**src/rtl/muldiv_pkg.sv**
```systemverilog
// Shared types and Funct3 decode helpers for the iterative RV32M multiply/divide unit.
package muldiv_pkg;

  typedef enum logic [1:0] {
    ST_IDLE,
    ST_CALC,
    ST_FIX,
    ST_DONE
  } state_t;

  localparam logic [2:0] F3_MUL    = 3'b000;
  localparam logic [2:0] F3_MULH   = 3'b001;
  localparam logic [2:0] F3_MULHSU = 3'b010;
  localparam logic [2:0] F3_MULHU  = 3'b011;
  localparam logic [2:0] F3_DIV    = 3'b100;
  localparam logic [2:0] F3_DIVU   = 3'b101;
  localparam logic [2:0] F3_REM    = 3'b110;
  localparam logic [2:0] F3_REMU   = 3'b111;

  function automatic logic is_div(input logic [2:0] f3);
    return f3[2];
  endfunction

  function automatic logic is_signed_a(input logic [2:0] f3);
    return (f3 == F3_MULH) || (f3 == F3_MULHSU) || (f3 == F3_DIV) || (f3 == F3_REM);
  endfunction

  function automatic logic is_signed_b(input logic [2:0] f3);
    return (f3 == F3_MULH) || (f3 == F3_DIV) || (f3 == F3_REM);
  endfunction

endpackage

```
**src/rtl/muldiv_step.sv**
```systemverilog
// One combinational iteration: shift-add multiply or restoring compare-subtract-shift divide.
module muldiv_step
  import muldiv_pkg::*;
#(
  parameter int DATA_WIDTH = 32
) (
  input  logic                    i_div,
  input  logic [2*DATA_WIDTH-1:0] i_acc,
  input  logic [DATA_WIDTH-1:0]   i_b,
  output logic [2*DATA_WIDTH-1:0] o_acc
);

  localparam int W = DATA_WIDTH;

  logic [W-1:0] w_hi;
  logic [W-1:0] w_lo;
  logic [W:0]   w_sum;
  logic [W:0]   w_shift;
  logic         w_ge;
  logic [W-1:0] w_diff;

  assign w_hi = i_acc[2*W-1:W];
  assign w_lo = i_acc[W-1:0];

  // Multiply: low half holds the multiplier, consumed LSB first while the product shifts in from the top.
  assign w_sum = {1'b0, w_hi} + (w_lo[0] ? {1'b0, i_b} : {(W+1){1'b0}});

  // Divide: high half is the partial remainder, low half shifts dividend out and quotient bits in.
  assign w_shift = {w_hi, w_lo[W-1]};
  assign w_ge    = w_shift >= {1'b0, i_b};
  assign w_diff  = w_shift[W-1:0] - i_b;

  always_comb begin
    o_acc = {w_sum, w_lo[W-1:1]};
    if (i_div) begin
      o_acc = {(w_ge ? w_diff : w_shift[W-1:0]), w_lo[W-2:0], w_ge};
    end
  end

endmodule

```
**src/rtl/muldiv_sequencer.sv**
```systemverilog
// Iterative RV32M multiply/divide sequencer (IDLE -> CALC -> FIX -> DONE), one bit per cycle.
// Optional macro FAST_ZERO_EN: zero operands, divide-by-zero and signed overflow skip CALC.
module muldiv_sequencer
  import muldiv_pkg::*;
#(
  parameter int DATA_WIDTH = 32
) (
  input  logic                  clk,
  input  logic                  reset,
  input  logic                  Start,
  input  logic                  Flush,
  input  logic [2:0]            Funct3,
  input  logic [DATA_WIDTH-1:0] SrcA,
  input  logic [DATA_WIDTH-1:0] SrcB,
  output logic                  Busy,
  output logic                  Done,
  output logic [DATA_WIDTH-1:0] Result
);

  localparam int W     = DATA_WIDTH;
  localparam int CNT_W = $clog2(DATA_WIDTH);

  state_t             r_state;
  state_t             w_next;
  logic [2:0]         r_f3;
  logic [CNT_W-1:0]   r_cnt;
  logic [W-1:0]       r_b;
  logic [2*W-1:0]     r_acc;
  logic               r_neg;
  logic [W-1:0]       r_result;

  logic               w_accept;
  logic               w_a_neg;
  logic               w_b_neg;
  logic               w_neg;
  logic               w_fast;
  logic               w_is_div;
  logic [W-1:0]       w_mag_a;
  logic [W-1:0]       w_mag_b;
  logic [2*W-1:0]     w_load_acc;
  logic [2*W-1:0]     w_step_acc;
  logic [2*W-1:0]     w_prod;
  logic [W-1:0]       w_quo;
  logic [W-1:0]       w_rem;
  logic [W-1:0]       w_fix_val;

  assign w_accept = Start && !Flush;
  assign w_a_neg  = is_signed_a(Funct3) && SrcA[W-1];
  assign w_b_neg  = is_signed_b(Funct3) && SrcB[W-1];
  assign w_mag_a  = w_a_neg ? -SrcA : SrcA;
  assign w_mag_b  = w_b_neg ? -SrcB : SrcB;

  // Remainder follows the dividend; a zero divisor leaves the all-ones quotient un-negated.
  assign w_neg = is_div(Funct3)
               ? (Funct3[1] ? w_a_neg : ((w_a_neg ^ w_b_neg) && (SrcB != '0)))
               : (w_a_neg ^ w_b_neg);

`ifdef FAST_ZERO_EN
  logic w_ovf;
  assign w_ovf  = is_div(Funct3) && is_signed_b(Funct3) &&
                  (SrcA == {1'b1, {(W-1){1'b0}}}) && (SrcB == '1);
  assign w_fast = is_div(Funct3) ? ((SrcB == '0) || w_ovf) : ((SrcA == '0) || (SrcB == '0));

  // Preload the accumulator with exactly what the full iteration would have produced.
  always_comb begin
    w_load_acc = {{W{1'b0}}, w_mag_a};
    if (!is_div(Funct3) && w_fast) begin
      w_load_acc = '0;
    end else if (is_div(Funct3) && (SrcB == '0)) begin
      w_load_acc = {w_mag_a, {W{1'b1}}};
    end
  end
`else
  assign w_fast     = 1'b0;
  assign w_load_acc = {{W{1'b0}}, w_mag_a};
`endif

  assign w_is_div = is_div(r_f3);

  muldiv_step #(
    .DATA_WIDTH(W)
  ) u_step (
    .i_div (w_is_div),
    .i_acc (r_acc),
    .i_b   (r_b),
    .o_acc (w_step_acc)
  );

  assign w_prod = r_neg ? -r_acc : r_acc;
  assign w_quo  = r_neg ? -r_acc[W-1:0] : r_acc[W-1:0];
  assign w_rem  = r_neg ? -r_acc[2*W-1:W] : r_acc[2*W-1:W];

  always_comb begin
    w_fix_val = w_prod[2*W-1:W];
    if (w_is_div) begin
      w_fix_val = r_f3[1] ? w_rem : w_quo;
    end else if (r_f3 == F3_MUL) begin
      w_fix_val = w_prod[W-1:0];
    end
  end

  always_ff @(posedge clk or posedge reset) begin
    if (reset) begin
      r_state <= ST_IDLE;
    end else begin
      r_state <= w_next;
    end
  end

  always_comb begin
    w_next = r_state;
    case (r_state)
      ST_IDLE: begin
        if (w_accept) begin
          w_next = w_fast ? ST_FIX : ST_CALC;
        end
      end
      ST_CALC: begin
        if (Flush) begin
          w_next = ST_IDLE;
        end else if (r_cnt == CNT_W'(DATA_WIDTH - 1)) begin
          w_next = ST_FIX;
        end
      end
      ST_FIX:  w_next = Flush ? ST_IDLE : ST_DONE;
      ST_DONE: w_next = ST_IDLE;
      default: w_next = ST_IDLE;
    endcase
  end

  always_ff @(posedge clk or posedge reset) begin
    if (reset) begin
      r_f3     <= '0;
      r_cnt    <= '0;
      r_b      <= '0;
      r_acc    <= '0;
      r_neg    <= 1'b0;
      r_result <= '0;
    end else begin
      case (r_state)
        ST_IDLE: begin
          if (w_accept) begin
            r_f3  <= Funct3;
            r_b   <= w_mag_b;
            r_acc <= w_load_acc;
            r_neg <= w_neg;
            r_cnt <= '0;
          end
        end
        ST_CALC: begin
          if (!Flush) begin
            r_acc <= w_step_acc;
            r_cnt <= r_cnt + CNT_W'(1);
          end
        end
        ST_FIX: begin
          if (!Flush) begin
            r_result <= w_fix_val;
          end
        end
        default: ;
      endcase
    end
  end

  assign Busy   = (r_state != ST_IDLE);
  assign Done   = (r_state == ST_DONE);
  assign Result = r_result;

endmodule

```
**config.mk**
```make
export PLATFORM = sky130hd
export DESIGN_NAME = muldiv_sequencer
export DESIGN_NICKNAME = d
export VERILOG_FILES = /design/src/rtl/muldiv_pkg.sv /design/src/rtl/muldiv_step.sv /design/src/rtl/muldiv_sequencer.sv
export SDC_FILE = /design/constraint.sdc
export NUM_CORES = 1
export LEC_CHECK = 0
export BUFFER_PORTS_ARGS = -buffer_cell sky130_fd_sc_hd__clkbuf_2
export CAP_MARGIN = 0
export CORE_MARGIN = 3
export CORE_UTILIZATION = 64
export CTS_BUF_LIST = sky130_fd_sc_hd__clkbuf_4 sky130_fd_sc_hd__clkbuf_8
export DETAILED_ROUTE_END_ITERATION = 8
export PLACE_DENSITY = 0.87
export SLEW_MARGIN = 20
export SYNTH_ARGS = -nofsm -noshare
export SYNTH_HDL_FRONTEND = slang
export SYNTH_SLANG_ARGS = --single-unit
export TNS_END_PERCENT = 50
```
**constraint.sdc**
```tcl
create_clock -name clk -period 6 [get_ports clk]
set_input_delay 1.8 -clock clk [delete_from_list [all_inputs] [get_ports clk]]
set_output_delay 1.8 -clock clk [all_outputs]
set_load 0.02 [all_outputs]
```
==> impl_results.md <==
- Status: completed
- Post-Syn Area: 13750 um2
- PwrDens: between 400 and 500 nW/um2
- Maximum clock insertion buffer count: 2
- Flops & latches, synth: 139
- # IOs: 105
- Final Hold Fails: 0
- Reg power frac: between 20% and 30%
- Net Switching: 0.003301 W
- Crit. Startpoint: r_acc[0]
- Effective utilization at floorplan: about two thirds
- Critical Path Max Stage Delay: 0.58 ns
- Largest net degree at the start of global routing: 99
- Postcts setup bufs: 0
- Synth Flop Type: dfrtp_1
- Initial antenna violation count: 0
- Dpl cell area: 14310 um2
- Max cap viols: 0
- Crit path kind: reg -> reg
- RSZ-0062 raised after global routing: no
- Die width: 152.6 um
- Crit path max-delay family: compound AO/OA/AOI/OAI gates
- Synth-to-Final Area Change: 7.235%
- Netlist cell types: between 80 and 90
- Final layout net count: 2009
- CTS buffer count: 17
- Crit path capture: r_acc[59]
- Core area: roughly 21000 um2
- HP Class: reg -> reg
- Synth top area cells: dfrtp_1, o21ai_0, nand2_1
- Post-synth top area share: 25.30%
- Die area: 23280 um2
- Crit. path cell count: 13
- DR WL/cell: 19.63 um
- Final period util: 72.03%
- WL met2: 18690 um
- Setup crit end kind: flip-flop
- Worst R2R Start: r_acc[0]
- Post-Layout Cell Count: 2148
- Clock share of power: about 14%
- Slowest-stage cell, CP: inv_1
- Combinational share of power: 60.8%
- Post-synth top area cell: dfrtp_1
- CTS tree: yes
- Setup violators final: 0
- Peak Freq: 0.2314 GHz
- Worst-Skew Late Latency: approximately 0.48 ns
- Vias/cell: 6.542
- Clock sink count: 139
- Share of cells above drive strength 1: 10.22%
- Worst Clk Skew: 0.02377 ns
- Uppermost layer routed: met4
- Mean cell area of the mapped netlist: 7.476 um2
- Post-synth EDFFs: 0
- Slew @ Worst Pin: 1.110 ns
- Ys async rst share: 100.0%
- Vias in the first global route: between 10000 and 15000
- Worst-path clk slew: 0.09 ns
- WL final: 42170 um
- P_int: 0.003179 W
- Rows: 52
- Port-buffer cells: 104
- Worst r2r path cells: 13
- Root Driver: clkbuf_8
- Worst relative slew slack: 25.94%
- Total Routing Usage GR: 35.60%
- First-pass GRT wire length: 68660 um
- Switching Share: 50.94%
- Critical path peak fanout: 17
- Die height: around 150 um
- Placer Congestion: 0.9955
- Worst reg-to-reg setup slack: 1.68 ns
- Initial DRT Pass Iterations: 7
- 1st-iter DRT viols: approximately 1600
- WL met3: about 4000 um
- Number of H-tree levels: 4
- Place WS: 1.343 ns
- Critical Path AT: 4.69 ns
- Crit-path cells: inv_1 > nor2_1 > ha_1 > nor2b_1 > o31a_1 > o21ai_1 > o21ai_1 > a211oi_1 > o211ai_1 > a31o_2 > a31oi_1 > xnor2_1 > a221o_1
- Dpl hpwl: around 31000 um
- WP data required: 6.37 ns
- Post-route cell area: between 10000 and 15000 um2
- Synthesized instance count: 1839
- Post-synthesis sequential area ratio: 25.30%
- Vias: 14050
- Post-cts sizing count: 0
- Max VDD drop: 282.1 uV
- FILL cells: about 1800
- Placed Cells: 2117
- Met1 wire length: 17840 um
- Leakage Power: 6.551 nW
- Setup ws final: 1.678 ns
- CP bufs+invs: 1
- Reg-to-Reg End: r_acc[59]
- Final slew viol count: 0
- Cts hold-fix bufs: 0
- Fin util: 71.26%
- Syn_nets: slightly below 2000
- Crit-path most repeated cell: o21ai_1
- Tmin final: 4.322 ns
- Setup TNS: 0 ns
- # diodes: 0
- Synth warn: 0
- Startpoint types: flip-flop
- Congestion Overflow GR: 0
- Post-route DRC: 0
- Antenna viol nets, final: 0
-- layer usage --
layer  vias up  global-route usage [%]
li1       6592                       -
met1      6602                   49.66
met5         -                       0
met4         0                   13.28
met2       706                   54.94
met3       152                   7.157
-- state kept, by name (all words and copies together), names as in the netlist --
register	flops
r_state	2
r_b	32
r_f3	3
r_acc	64
r_cnt	5
Result	32
r_neg	1
-- cell families after synthesis --
kind of cell	share of synthesized area (%)
compound gates	26.02
flops	25.30
buf+inv	4.796
simple gates	21.04
mux	3.631
fa+ha+maj	6.662
xor+xnor	12.55
-- worst register-to-register path, delay by kind of cell (launching register included) --
family          cells  cell delay (ns)
flops               1             0.49
fa+ha+maj           1             0.35
simple gates        2             0.27
buf+inv             1             0.58
compound gates      8             2.44
xor+xnor            1             0.11
-- synthesized netlist by cell type, types with 12 or more instances --
library cell,number
nor3_1,26
or3_1,20
o31ai_1,28
nand2_1,279
xnor2_1,107
mux2i_1,42
o21ai_1,12
a22oi_1,14
o211ai_1,12
nand3_1,31
a211oi_1,23
a21o_1,24
clkbuf_1,91
dfrtp_1,139
a31oi_1,20
o21ai_0,212
nand2b_1,18
inv_1,58
ha_1,70
xor2_1,90
a21oi_1,133
nor2_1,170
o21a_1,12
o221ai_1,15
nor2b_1,12
-- power by group through the flow --
stage	Combinational [W]	Clock [W]	Sequential, W
2_1_floorplan	0.00308	0	0.00138
3_3_place_gp	0.00373	0	0.00162
3_5_place_dp	0.00381	0	0.00164
4_1_cts	0.00384	0.000890	0.00162
5_1_grt	0.00434	0.000938	0.00167
6_report	0.00394	0.000895	0.00165
-- worst min path at each step --
stage | slack (ns) | depth (start not counted) | start | endpoint
3_5_place_dp | 0.46 | 2 | Result[13] | Result[13]
4_1_cts | 0.48 | 2 | Result[13] | Result[13]
5_1_grt | 0.50 | 2 | r_b[16] | r_b[16]
6_report | 0.48 | 2 | Result[13] | Result[13]
3_3_place_gp | 0.45 | 2 | Result[13] | Result[13]
2_1_floorplan | 0.45 | 2 | r_cnt[4] | r_cnt[4]
-- stage by stage --
step	power [W]	hold WS [ns]
after floorplan	0.004464	0.4453
after global placement	0.005353	0.4510
after detailed placement	0.005447	0.4624
after CTS	0.006351	0.4811
after global routing	0.006945	0.5038
final	0.006480	0.4811
-- final cells by class --
cell class,instances,area [um2],share of cell area [%]
Multi-Input combinational cell,1531,9630,65.32
Clock inverter,11,168.9,1.146
Sequential cell,139,3481,23.61
Clock buffer,20,269.0,1.825
Tap cell,270,337.8,2.291
Timing Repair Buffer,119,633.1,4.294
Inverter,58,222.7,1.511
-- cell usage in the layout (no fill, tap or decap), types with 28 or more instances in the layout --
| master | synthesis | routed |
|---|---|---|
| nor2_1 | 170 | 169 |
| nand2_1 | 279 | 279 |
| inv_1 | 58 | 57 |
| a21oi_1 | 133 | 133 |
| xor2_1 | 90 | 90 |
| clkbuf_2 | 0 | 104 |
| mux2i_1 | 42 | 42 |
| ha_1 | 70 | 70 |
| o31ai_1 | 28 | 28 |
| dfrtp_1 | 139 | 137 |
| xnor2_1 | 107 | 107 |
| o21ai_0 | 212 | 212 |
| nand3_1 | 31 | 31 |
Power figures use the tool's default switching activity.
